==> src/rtl/dnn_seq_pkg.sv <==
// Shared definitions for the DNN command sequencer: command-word field layout,
// mode encodings and the sequencer state type.
package dnn_seq_pkg;

  localparam logic [3:0] MODE_NOP     = 4'd0;
  localparam logic [3:0] MODE_COMPUTE = 4'd1;
  localparam logic [3:0] MODE_WRITE   = 4'd2;

  // Bits [PASS_MSB:0] go to the controller untouched; [31:LEN_LSB] is the burst length.
  localparam int LEN_LSB  = 24;
  localparam int PASS_MSB = 23;

  typedef enum logic [1:0] {
    ST_IDLE    = 2'd0,
    ST_COMPUTE = 2'd1,
    ST_DRAIN   = 2'd2,
    ST_WRITE   = 2'd3
  } seq_state_t;

endpackage

==> src/rtl/cmd_fifo.sv <==
// Command FIFO with a registered head word. A push into an empty FIFO becomes
// visible one cycle later; a push is refused while full, even alongside a pop.
module cmd_fifo #(
  parameter int DEPTH = 4,
  parameter int WIDTH = 32
) (
  input  logic             clk,
  input  logic             reset,
  input  logic             push,
  input  logic [WIDTH-1:0] push_data,
  input  logic             pop,
  output logic [WIDTH-1:0] head,
  output logic             empty,
  output logic             full
);
  import dnn_seq_pkg::*;

  localparam int AW = $clog2(DEPTH);
  localparam logic [AW:0] FULL_COUNT = (AW + 1)'(DEPTH);
  localparam logic [AW:0] ONE_COUNT  = (AW + 1)'(1);

  logic [WIDTH-1:0] mem [DEPTH];
  logic [AW-1:0]    wr_ptr_reg;
  logic [AW-1:0]    rd_ptr_reg;
  logic [AW-1:0]    rd_ptr_next;
  logic [AW:0]      count_reg;
  logic [WIDTH-1:0] head_reg;
  logic             push_ok;
  logic             pop_ok;

  assign empty       = (count_reg == '0);
  assign full        = (count_reg == FULL_COUNT);
  assign push_ok     = push & ~full;
  assign pop_ok      = pop & ~empty;
  assign rd_ptr_next = rd_ptr_reg + 1'b1;
  assign head        = head_reg;

  always_ff @(posedge clk) begin
    if (push_ok) begin
      mem[wr_ptr_reg] <= push_data;
    end
  end

  always_ff @(posedge clk) begin
    if (reset) begin
      wr_ptr_reg <= '0;
      rd_ptr_reg <= '0;
      count_reg  <= '0;
      head_reg   <= '0;
    end else begin
      if (push_ok) begin
        wr_ptr_reg <= wr_ptr_reg + 1'b1;
      end
      if (pop_ok) begin
        rd_ptr_reg <= rd_ptr_next;
      end
      case ({push_ok, pop_ok})
        2'b10:   count_reg <= count_reg + 1'b1;
        2'b01:   count_reg <= count_reg - 1'b1;
        default: count_reg <= count_reg;
      endcase
      // The head register tracks the oldest entry; the write port only feeds
      // it directly when the incoming word is about to become the oldest.
      if (pop_ok) begin
        if (count_reg > ONE_COUNT) begin
          head_reg <= mem[rd_ptr_next];
        end else if (push_ok) begin
          head_reg <= push_data;
        end
      end else if (push_ok && empty) begin
        head_reg <= push_data;
      end
    end
  end

endmodule

==> src/rtl/op_sequencer.sv <==
// Replays buffered host commands as the controller's operation word: compute
// passes followed by a drain gap, and write bursts paced by a data handshake.
module op_sequencer #(
  parameter int DEPTH        = 4,
  parameter int PASS_CYCLES  = 64,
  parameter int DRAIN_CYCLES = 16
) (
  input  logic        clk,
  input  logic        reset,
  input  logic        enable,
  input  logic        cmd_valid,
  output logic        cmd_ready,
  input  logic [31:0] cmd_word,
  input  logic        data_valid,
  output logic        data_ready,
  input  logic [31:0] data_in,
  output logic [31:0] operation,
  output logic [31:0] out_data,
  output logic        busy,
  output logic        done,
  output logic        err
);
  import dnn_seq_pkg::*;

  localparam int CNT_MAX = (PASS_CYCLES > DRAIN_CYCLES) ? PASS_CYCLES : DRAIN_CYCLES;
  localparam int CW      = (CNT_MAX > 1) ? $clog2(CNT_MAX) : 1;
  localparam logic [CW-1:0] PASS_LAST  = CW'(PASS_CYCLES - 1);
  localparam logic [CW-1:0] DRAIN_LAST = CW'(DRAIN_CYCLES - 1);

  seq_state_t        state_reg;
  logic [PASS_MSB:0] cur_reg;
  logic [CW-1:0]     cnt_reg;
  logic [7:0]        beats_reg;
  logic              done_reg;
  logic              err_reg;

  logic [31:0] fifo_head;
  logic        fifo_empty;
  logic        fifo_full;
  logic        fifo_push;
  logic        fifo_pop;
  logic        beat;
  logic        op_active;

  assign cmd_ready  = ~fifo_full & enable & ~reset;
  assign fifo_push  = cmd_valid & cmd_ready;
  assign fifo_pop   = enable & (state_reg == ST_IDLE) & ~fifo_empty;
  assign beat       = enable & data_valid & (state_reg == ST_WRITE);
  assign op_active  = (state_reg == ST_COMPUTE) | beat;
  assign data_ready = enable & ~reset & (state_reg == ST_WRITE);
  assign out_data   = (state_reg == ST_WRITE) ? data_in : 32'd0;
  assign busy       = ~reset & ((state_reg != ST_IDLE) | ~fifo_empty);
  assign done       = done_reg;
  assign err        = err_reg;

  // Length bits never reach the controller.
  genvar gi;
  generate
    for (gi = 0; gi < 32; gi++) begin : g_op
      if (gi <= PASS_MSB) begin : g_pass
        assign operation[gi] = cur_reg[gi] & op_active;
      end else begin : g_zero
        assign operation[gi] = 1'b0;
      end
    end
  endgenerate

  cmd_fifo #(
    .DEPTH (DEPTH),
    .WIDTH (32)
  ) u_fifo (
    .clk       (clk),
    .reset     (reset),
    .push      (fifo_push),
    .push_data (cmd_word),
    .pop       (fifo_pop),
    .head      (fifo_head),
    .empty     (fifo_empty),
    .full      (fifo_full)
  );

  always_ff @(posedge clk) begin
    if (reset) begin
      state_reg <= ST_IDLE;
      cur_reg   <= '0;
      cnt_reg   <= '0;
      beats_reg <= '0;
      done_reg  <= 1'b0;
      err_reg   <= 1'b0;
    end else begin
      // done is a pulse, so it drops even while the sequencer is frozen.
      done_reg <= 1'b0;
      if (enable) begin
        case (state_reg)
          ST_IDLE: begin
            if (!fifo_empty) begin
              case (fifo_head[3:0])
                MODE_COMPUTE: begin
                  state_reg <= ST_COMPUTE;
                  cnt_reg   <= '0;
                  cur_reg   <= fifo_head[PASS_MSB:0];
                end
                MODE_WRITE: begin
                  state_reg <= ST_WRITE;
                  beats_reg <= fifo_head[31:LEN_LSB];
                  cur_reg   <= fifo_head[PASS_MSB:0];
                end
                MODE_NOP: begin
                  state_reg <= ST_IDLE;
                end
                default: begin
                  err_reg <= 1'b1;
                end
              endcase
            end
          end
          ST_COMPUTE: begin
            if (cnt_reg == PASS_LAST) begin
              state_reg <= ST_DRAIN;
              cnt_reg   <= '0;
            end else begin
              cnt_reg <= cnt_reg + 1'b1;
            end
          end
          ST_DRAIN: begin
            // The drain gap plus the IDLE pop cycle guarantees a fresh mode-1 edge.
            if (cnt_reg == DRAIN_LAST) begin
              state_reg <= ST_IDLE;
              cnt_reg   <= '0;
              done_reg  <= 1'b1;
            end else begin
              cnt_reg <= cnt_reg + 1'b1;
            end
          end
          ST_WRITE: begin
            if (data_valid) begin
              if (beats_reg == 8'd0) begin
                state_reg <= ST_IDLE;
                done_reg  <= 1'b1;
              end else begin
                beats_reg <= beats_reg - 1'b1;
              end
            end
          end
          default: begin
            state_reg <= ST_IDLE;
          end
        endcase
      end
    end
  end

endmodule

==> config.mk <==
export PLATFORM = sky130hd
export DESIGN_NAME = op_sequencer
export DESIGN_NICKNAME = d
export VERILOG_FILES = /design/src/rtl/dnn_seq_pkg.sv /design/src/rtl/cmd_fifo.sv /design/src/rtl/op_sequencer.sv
export SDC_FILE = /design/constraint.sdc
export NUM_CORES = 1
export LEC_CHECK = 0
export BUFFER_PORTS_ARGS = -buffer_cell sky130_fd_sc_hd__buf_2
export CAP_MARGIN = 30
export CORE_MARGIN = 2
export CORE_UTILIZATION = 30
export DETAILED_ROUTE_END_ITERATION = 12
export PLACE_DENSITY = 0.51
export SLEW_MARGIN = 25
export SYNTH_ARGS = -nofsm -noshare
export SYNTH_HDL_FRONTEND = slang
export SYNTH_HIERARCHICAL = 1
export SYNTH_SLANG_ARGS = --single-unit
==> constraint.sdc <==
create_clock -name clk -period 4.9 [get_ports clk]
set_input_delay 0.245 -clock clk [delete_from_list [all_inputs] [get_ports clk]]
set_output_delay 0.245 -clock clk [all_outputs]
set_load 0.05 [all_outputs]
==> impl_metrics.env, run 1 <==
export IMPL_yosys_register_bits=209
export IMPL_postRouteAntennaNets=0
export IMPL_power_leakage_nw=3.882
export IMPL_syn2layout_area_growth_pct=23.58
export IMPL_final_nets=967
export IMPL_firstDrtPassIters=5
export IMPL_maxCapViolCount=0
export IMPL_dieArea_mm2=0.03140
export IMPL_grt_pass1_wl_um=35220
export IMPL_post_route_util_pct=37.62
export IMPL_synthCells=732
export IMPL_pin_count=138
export IMPL_via_count=6124
export IMPL_overflow=0
export IMPL_dieWidth_um=177.2
export IMPL_start_util_pct=30.44
export IMPL_worst_r2r_endpoint="u_fifo/mem[2][23]"
export IMPL_finalClockSkew_ns=0.03115
export IMPL_htreeDepth=1
export IMPL_whs_path_depth=1
export IMPL_drc=0
export IMPL_place_congestion=0.7374
export IMPL_cp_required_ns=5.08
export IMPL_yosysWarnings=6
export IMPL_worstHoldStart="cmd_word[13]"
export IMPL_grt_pass1_vias=6056
export IMPL_period_needed_ns=3.375
export IMPL_grt_antenna_before_repair=1
export IMPL_arrival_ns=3.55
export IMPL_coreArea_mm2=0.02956
export IMPL_drtIter0Drc=410
export IMPL_seq_area_frac_synth_pct=60.73
export IMPL_synth_edff_count=128
export IMPL_hpwl_um=13730
export IMPL_start_kind="flip-flop"
export IMPL_critPathMaxFanout=20
export IMPL_totalPowerFinal_mw=3.892
export IMPL_drive_gt1_share_pct=24.83
export IMPL_clockBufferDepth=3
export IMPL_ys_top_cells_by_count="edfxtp_1 (128), nand2_1 (121), dfxtp_1 (81), a21oi_1 (42), and2_1 (38)"
export IMPL_hold_violations=0
export IMPL_max_freq_ghz=0.2963
export IMPL_cts_clk_slew_worst_paths_ns=0.06
export IMPL_largest_register_ffs=128
export IMPL_rsz0062_at_grt="no"
export IMPL_synth_area_per_cell_um2=12.29
export IMPL_ir_worst_vdd_uv=177.5
export IMPL_port_buffers=129
export IMPL_grt_use_total_pct=14.27
export IMPL_finalCritPeriodShare_pct=68.88
export IMPL_tns_ns=0
export IMPL_worst_pin_slew_ns=0.9268
export IMPL_relSlewSlack_pct=38.21
export IMPL_yosysTopAreaCell="edfxtp_1"
export IMPL_cts_tree="yes"
export IMPL_ys_flop_type="edfxtp_1"
export IMPL_multi_input_area_mm2=0.003249
export IMPL_synth_area_leaders="edfxtp_1 (43%), dfxtp_1 (18%), mux4_2 (8.0%)"
export IMPL_p_per_area_mw_per_mm2=350.0
export IMPL_ff2ff_setup_slack_ns=1.52
export IMPL_status="finished, final reports clean"
export IMPL_synthArstFlopShare_pct=0
export IMPL_fillCellCount=2847
export IMPL_synth_area_mm2=0.008999
export IMPL_fp_row_count=63
export IMPL_synth_top_area_share_pct=42.71
export IMPL_seq_area_mm2=0.005466
export IMPL_routed_wl_um=22070
export IMPL_slew_violations=0
export IMPL_hold_path_end="u_fifo/mem[2][13]"
export IMPL_post_drt_wl_per_cell_um=17.12
export IMPL_cts_buffers=24
export IMPL_hold_path_class="input pin to flip-flop"
export IMPL_viasPerCell=4.751
export IMPL_reg2reg_from="u_fifo/count_reg[0]"
export IMPL_ys_types=56
export IMPL_r2r_cells=8
export IMPL_cts_sinks=209
export IMPL_setup_violations=0
export IMPL_clk_latency_ns=0.53
export IMPL_crit_type="flip-flop to flip-flop"
export IMPL_synth_most_common_cell="edfxtp_1"
export IMPL_cp_end_kind="flip-flop"
export IMPL_clockRootBuffer="clkbuf_16"
export IMPL_cts_resized_gates=0
export IMPL_grt_max_degree=87
export IMPL_die_y_um=177.2
-- per-layer routing --
metal  part of all wire, %  routed length, um  up-vias  GRT usage [%]
met3                   5.3               1179       26          2.556
li1                      -                  -     2959              -
met5                     0                  0        -              0
met4                   1.4                300        0          3.168
met1                    48              10490     3007          20.19
met2                    46              10100      132          22.80
-- per-stage QoR --
step	setup WS [ns]	cells	instance area (um2)	hold slack [ns]
floorplan	1.444	739	9025	0.3439
global placement	1.665	1214	9991	0.4405
detailed placement	1.534	1214	9991	0.4440
CTS	1.497	1286	11060	0.001092
global route	1.305	1289	11120	0.006859
finish	1.525	1289	11120	0.008013
-- cells in the final DEF (no fill, tap or decap), types with 2 or more instances in the layout --
cell type	synthesis	layout
ha_1	17	17
buf_2	20	129
a21o_1	2	2
nand2b_1	6	5
a31oi_1	3	2
clkbuf_16	0	24
a211o_1	3	3
nor3b_1	3	3
clkbuf_8	0	3
dlygate4sd3_1	0	29
or3_1	2	2
mux4_2	32	32
and2_1	38	38
edfxtp_1	128	128
nor2b_1	26	26
nor3_1	37	37
a311oi_1	32	32
a211oi_1	3	3
dfxtp_1	81	80
clkbuf_1	23	10
nand2_1	121	121
nor2_1	25	25
buf_4	10	10
xor2_1	4	4
xnor2_1	2	2
o21ai_0	7	6
nand3_1	12	12
nand3b_1	3	3
inv_2	2	2
and3_1	2	2
buf_16	0	2
mux2i_1	4	4
conb_1	1	8
inv_1	12	12
bufinv_16	0	2
a21oi_1	42	42
o32ai_1	3	3
-- logic make-up after synthesis --
family                     count (synthesis)  synth area share [%]
xor gates and xnor gates                   6                0.5840
and+or+nand+nor                          285                 15.59
AOI/OAI and AO/OA                        107                 8.218
buffers and inverters                     69                 3.740
adders and majority gates                 17                 2.364
muxes                                     38                 8.732
other                                      1               0.04167
DFF                                      209                 60.73
-- what timing repair did --
| action | in CTS | in global routing |
|---|---|---|
| buffers inserted | 0 | 0 |
| hold buffers | 29 | 0 |
| hold endpoints to repair | 116 | 0 |
-- worst max path at each step --
stage	startpoint	cells past startpoint	end
after floorplan	u_fifo/count_reg[0]	7	u_fifo/mem[0][0]
after global placement	u_fifo/count_reg[0]	8	u_fifo/mem[2][1]
after detailed placement	u_fifo/count_reg[0]	8	u_fifo/mem[2][1]
after CTS	u_fifo/count_reg[0]	8	u_fifo/mem[2][22]
after global routing	u_fifo/count_reg[0]	8	u_fifo/mem[2][23]
final	u_fifo/count_reg[0]	8	u_fifo/mem[2][23]
-- worst max-delay path, cell delays in order, from the launching register on --
cell	delay (ns)
dfxtp_1	0.41
inv_1	0.09
ha_1	0.27
and2_1	0.18
nor2_1	0.13
and2_1	0.22
a21boi_1	0.51
and2_1	0.75
buf_4	0.44
-- area by class of cell --
| class | instances | share of cell area, % |
|---|---|---|
| inverters | 14 | 0.4725 |
| diodes | 1 | 0.02250 |
| flip-flops and latches | 209 | 49.16 |
| multi-input cells | 461 | 29.22 |
| well taps | 390 | 4.388 |
| clock inverters | 6 | 0.8663 |
| repair buffers | 171 | 9.766 |
| clock buffers | 37 | 6.109 |
-- where the power goes --
part	internal, mW	leakage, nW	switching [mW]	total, mW
combinational	0.0878	1.70	0.153	0.241
sequential	1.89	1.81	0.0188	1.91
clock	1.06	0.370	0.680	1.74
total	3.04	3.88	0.852	3.89
Power figures use the tool's default switching activity.
==> run 2, diff against run 1 <==
- PLACE_DENSITY: 0.51 -> 0.52
- clock period: 4.9 -> 2.75 ns (I/O delays scaled with it)
==> impl_metrics.env, run 2 (synthesized netlist as in run 1, its figures left out) <==
export IMPL_clk_latency_ns=0.51
export IMPL_tns_ns=0
export IMPL_status="finished, final reports clean"
export IMPL_cts_hold_buf=32
export IMPL_ff2ff_setup_slack_ns=0.26
export IMPL_largest_register_ffs=128
export IMPL_cts_buffers=23
export IMPL_power_leakage_nw=3.940
export IMPL_cp_required_ns=3.16
export IMPL_routed_wl_um=21500
export IMPL_worst_pin_slew_ns=0.9607
export IMPL_cts_sinks=209
export IMPL_postRouteAntennaNets=0
export IMPL_drtIter0Drc=379
export IMPL_hold_path_class="input pin to flip-flop"
export IMPL_grt_pass1_vias=6065
export IMPL_crit_type="flip-flop to flip-flop"
export IMPL_coreArea_mm2=0.02956
export IMPL_grt_pass1_wl_um=34160
export IMPL_overflow=0
export IMPL_post_drt_wl_per_cell_um=16.47
export IMPL_grt_antenna_before_repair=0
export IMPL_n_antenna_cell=0
export IMPL_port_buffers=129
export IMPL_max_freq_ghz=0.4011
export IMPL_drc=0
export IMPL_grt_use_total_pct=13.99
export IMPL_maxCapViolCount=0
export IMPL_hold_violations=0
export IMPL_cts_tree="yes"
export IMPL_p_per_area_mw_per_mm2=600.2
export IMPL_period_needed_ns=2.493
export IMPL_arrival_ns=2.90
export IMPL_finalClockSkew_ns=0.02075
export IMPL_slew_violations=0
export IMPL_dieArea_mm2=0.03140
export IMPL_cts_resized_gates=0
export IMPL_start_util_pct=30.44
export IMPL_post_cts_buffers=0
export IMPL_ir_worst_vdd_uv=480.6
export IMPL_fin_hold_ws_ns=0.05026
export IMPL_cp_end_kind="flip-flop"
export IMPL_start_kind="flip-flop"
export IMPL_final_cell_mix="buf_2 (129), edfxtp_1 (128), nand2_1 (121)"
export IMPL_grt_max_degree=87
export IMPL_cts_clk_slew_worst_paths_ns=0.06
export IMPL_clockRootBuffer="clkbuf_16"
export IMPL_final_nets=985
export IMPL_firstDrtPassIters=4
export IMPL_hpwl_um=14160
export IMPL_die_y_um=177.2
export IMPL_htreeDepth=1
export IMPL_viasPerCell=4.637
export IMPL_clockBufferDepth=3
export IMPL_syn2layout_area_growth_pct=24.54
export IMPL_setup_violations=0
export IMPL_final_common_cell="buf_2"
export IMPL_rsz0062_at_grt="no"
export IMPL_critPathMaxFanout=5
export IMPL_via_count=6051
export IMPL_relSlewSlack_pct=35.95
export IMPL_drive_gt1_share_pct=26.89
export IMPL_place_congestion=0.7449
export IMPL_pin_count=138
export IMPL_dieWidth_um=177.2
export IMPL_finalCritPeriodShare_pct=90.65
export IMPL_fp_row_count=63
## run 2: where the power goes
part	switching [mW]	internal, mW	leakage, nW	total [mW]
clock network	1.22	1.66	0.342	2.89
logic	0.268	0.165	1.79	0.433
registers	0.0363	3.37	1.81	3.41
## run 2: cell type report
| class | count | area (um2) |
|---|---|---|
| inverters | 14 | 52.55 |
| fillers | 2845 | 18350 |
| clock buffers | 27 | 600.6 |
| multi-input cells | 461 | 3242 |
| well taps | 390 | 488.0 |
| clock inverters | 14 | 111.4 |
| flip-flops and latches | 209 | 5466 |
| repair buffers | 190 | 1246 |
## run 2: metrics by stage
| stage | power (mW) | worst slack, ns | utilization (%) | cell area [um2] | cells |
|---|---|---|---|---|---|
| after floorplan | 3.707 | 0.01063 | - | 9037 | 739 |
| after global placement | 3.878 | 0.3352 | 34.42 | 10170 | 1232 |
| after detailed placement | 3.881 | 0.3174 | 34.42 | 10170 | 1232 |
| after CTS | 6.817 | 0.2851 | 37.91 | 11210 | 1305 |
| after global routing | 6.980 | 0.09424 | 37.91 | 11210 | 1305 |
| final | 6.727 | 0.2570 | 37.91 | 11210 | 1305 |
## run 2: final timing paths
kind,startpoint,endpoint,depth (start not counted)
hold / removal,data_valid,done,3
setup / recovery,u_fifo/count_reg[0],u_fifo/count_reg[2],10
setup reg to reg,u_fifo/count_reg[0],u_fifo/count_reg[2],10
hold reg to reg,cur_reg[22],cur_reg[22],2
## run 2: critical path, cell delays in order, from the launching register on
cell and delay (ns):
dfxtp_1 0.40, inv_1 0.08, ha_1 0.26, and2_1 0.21
nor2_4 0.10, and2_1 0.18, a21boi_1 0.25, inv_1 0.07
ha_1 0.36, or3_1 0.36, a21oi_1 0.14
## run 2: per-layer routing
metal	GRT usage, %	vias up	part of all wire (%)
li1	-	2998	-
met1	19.91	2886	46
met2	22.05	135	45
met3	1.997	32	6.4
met4	4.270	0	2.2
met5	0	-	0
==> run 3, diff against run 2 <==
- GPL_TIMING_DRIVEN: not set -> 0
==> impl_metrics.env, run 3 (synthesized netlist as in run 1, its figures left out) <==
export IMPL_reg2reg_from="u_fifo/count_reg[0]"
export IMPL_r2r_cells=9
export IMPL_clk_latency_ns=0.50
export IMPL_ir_worst_vdd_uv=359.6
export IMPL_max_freq_ghz=0.3924
export IMPL_worst_pin_slew_ns=0.6803
export IMPL_viasPerCell=4.677
export IMPL_coreArea_mm2=0.02956
export IMPL_cp_required_ns=2.61
export IMPL_stdcell_area_mm2=0.01135
export IMPL_dieArea_mm2=0.03140
export IMPL_critPathMaxFanout=10
export IMPL_finalCritPeriodShare_pct=92.68
export IMPL_grt_pass1_vias=6076
export IMPL_final_nets=1021
export IMPL_cp_common_cell="clkbuf_2"
export IMPL_overflow=0
export IMPL_power_leakage_nw=4.019
export IMPL_worstPathCellList="ha_1, clkbuf_2, a31oi_2, clkbuf_2, nor2b_1, buf_2"
export IMPL_postRouteAntennaNets=0
export IMPL_grt_max_degree=21
export IMPL_worst_slack_ns=0.2014
export IMPL_critPathMaxStageDelay_ns=0.39
export IMPL_syn2layout_area_growth_pct=26.15
export IMPL_cts_tree="yes"
export IMPL_relSlewSlack_pct=54.30
export IMPL_firstDrtPassIters=5
export IMPL_post_route_util_pct=38.40
export IMPL_cp_top_family="buffers and inverters"
export IMPL_period_needed_ns=2.549
export IMPL_start_kind="flip-flop"
export IMPL_dieWidth_um=177.2
export IMPL_ff2ff_setup_slack_ns=0.21
export IMPL_setup_violations=0
export IMPL_pin_count=138
export IMPL_hold_path_end="done"
export IMPL_postPlaceCellArea_mm2=0.01025
export IMPL_grt_use_total_pct=14.66
export IMPL_finalClockSkew_ns=0.01133
export IMPL_cts_sinks=209
export IMPL_final_common_cell="buf_2"
export IMPL_hold_path_class="input pin to flip-flop"
export IMPL_via_count=6277
export IMPL_hpwl_um=15520
export IMPL_grt_pass1_wl_um=35730
export IMPL_die_y_um=177.2
export IMPL_largest_register_ffs=128
export IMPL_grt_antenna_before_repair=1
export IMPL_slowest_stage="dfxtp_1"
export IMPL_fp_row_count=63
export IMPL_cts_clk_slew_worst_paths_ns=0.06
export IMPL_maxCapViolCount=0
export IMPL_rsz0062_at_grt="no"
export IMPL_drc=0
export IMPL_slew_violations=0
export IMPL_p_per_area_mw_per_mm2=581.0
export IMPL_drtIter0Drc=356
export IMPL_post_drt_wl_per_cell_um=17.31
export IMPL_place_congestion=0.7814
export IMPL_clockBufferDepth=3
export IMPL_cts_buffers=23
export IMPL_hold_violations=0
export IMPL_cp_end_kind="output port"
export IMPL_clockRootBuffer="clkbuf_16"
export IMPL_htreeDepth=1
export IMPL_critPathBufInv=3
export IMPL_arrival_ns=2.41
export IMPL_status="finished, final reports clean"
export IMPL_worstHoldStart="data_valid"
export IMPL_drive_gt1_share_pct=27.23
export IMPL_routed_wl_um=23230
export IMPL_start_util_pct=30.44
export IMPL_port_buffers=129
export IMPL_worst_r2r_endpoint="u_fifo/mem[1][19]"
export IMPL_whs_path_depth=3
export IMPL_final_cell_mix="buf_2 (149), edfxtp_1 (128), nand2_1 (121)"
export IMPL_crit_type="flip-flop to output port"
export IMPL_pre_cts_ws_ns=-0.4105
[run 3: how the worst max path moves through the flow]
stage | start | to | slack, ns | depth (start not counted)
floorplan | u_fifo/count_reg[0] | u_fifo/count_reg[2] | 0.01 | 10
global placement | u_fifo/count_reg[0] | u_fifo/mem[0][11] | -0.41 | 7
detailed placement | u_fifo/count_reg[0] | u_fifo/mem[2][19] | -0.41 | 7
CTS | state_reg[0] | operation[18] | 0.05 | 6
global route | state_reg[0] | out_data[13] | 0.03 | 6
finish | state_reg[0] | operation[18] | 0.20 | 6
[run 3: stage by stage]
| stage | hold WS [ns] | cells | setup TNS [ns] | power, mW |
|---|---|---|---|---|
| 6_report | 0.06388 | 1342 | 0 | 6.596 |
| 5_1_grt | 0.04046 | 1341 | 0 | 6.859 |
| 3_3_place_gp | 0.3787 | 1258 | -54.13 | 3.877 |
| 4_1_cts | 0.006709 | 1338 | 0 | 6.677 |
| 2_1_floorplan | 0.2364 | 739 | 0 | 3.707 |
| 3_5_place_dp | 0.3801 | 1261 | -33.76 | 3.888 |
[run 3: layout make-up]
type,instances,area (um2)
fill,2895,18210
sequential,209,5466
multi-input combinational,463,3288
timing repair buffer,170,1111
clock buffer,30,601.8
tap,390,488.0
buffer,54,285.3
clock inverter,11,56.30
inverter,14,52.55
antenna,1,2.502
[run 3: routing by layer]
metal	vias up	wire, um	GRT usage, %
li1	3074	-	-
met1	3019	10650	20.64
met2	154	11050	23.78
met3	30	1126	2.105
met4	0	403	3.512
met5	-	0	0
[run 3: power by group]
part / internal (mW) / switching (mW) / total [mW]
Combinational: 0.180 / 0.282 / 0.462
Sequential: 3.37 / 0.0356 / 3.41
Clock: 1.54 / 1.19 / 2.72
[run 3: timing repair]
item	CTS	global route
endpoints found under the hold margin	160	0
hold buffers	32	0
gates cloned	1	1
endpoints found under the setup margin	189	67
buffers inserted	4	2
gates resized for setup	10	8
pin swaps	2	1
[run 3: worst register-to-register path: cells and delay by family, from the launching register on]
| family | cells | cell delay, ns |
|---|---|---|
| and+or+nand+nor | 4 | 0.87 |
| buffers and inverters | 3 | 0.46 |
| DFF | 1 | 0.37 |
| adders and majority gates | 1 | 0.29 |
| AOI/OAI and AO/OA | 1 | 0.23 |
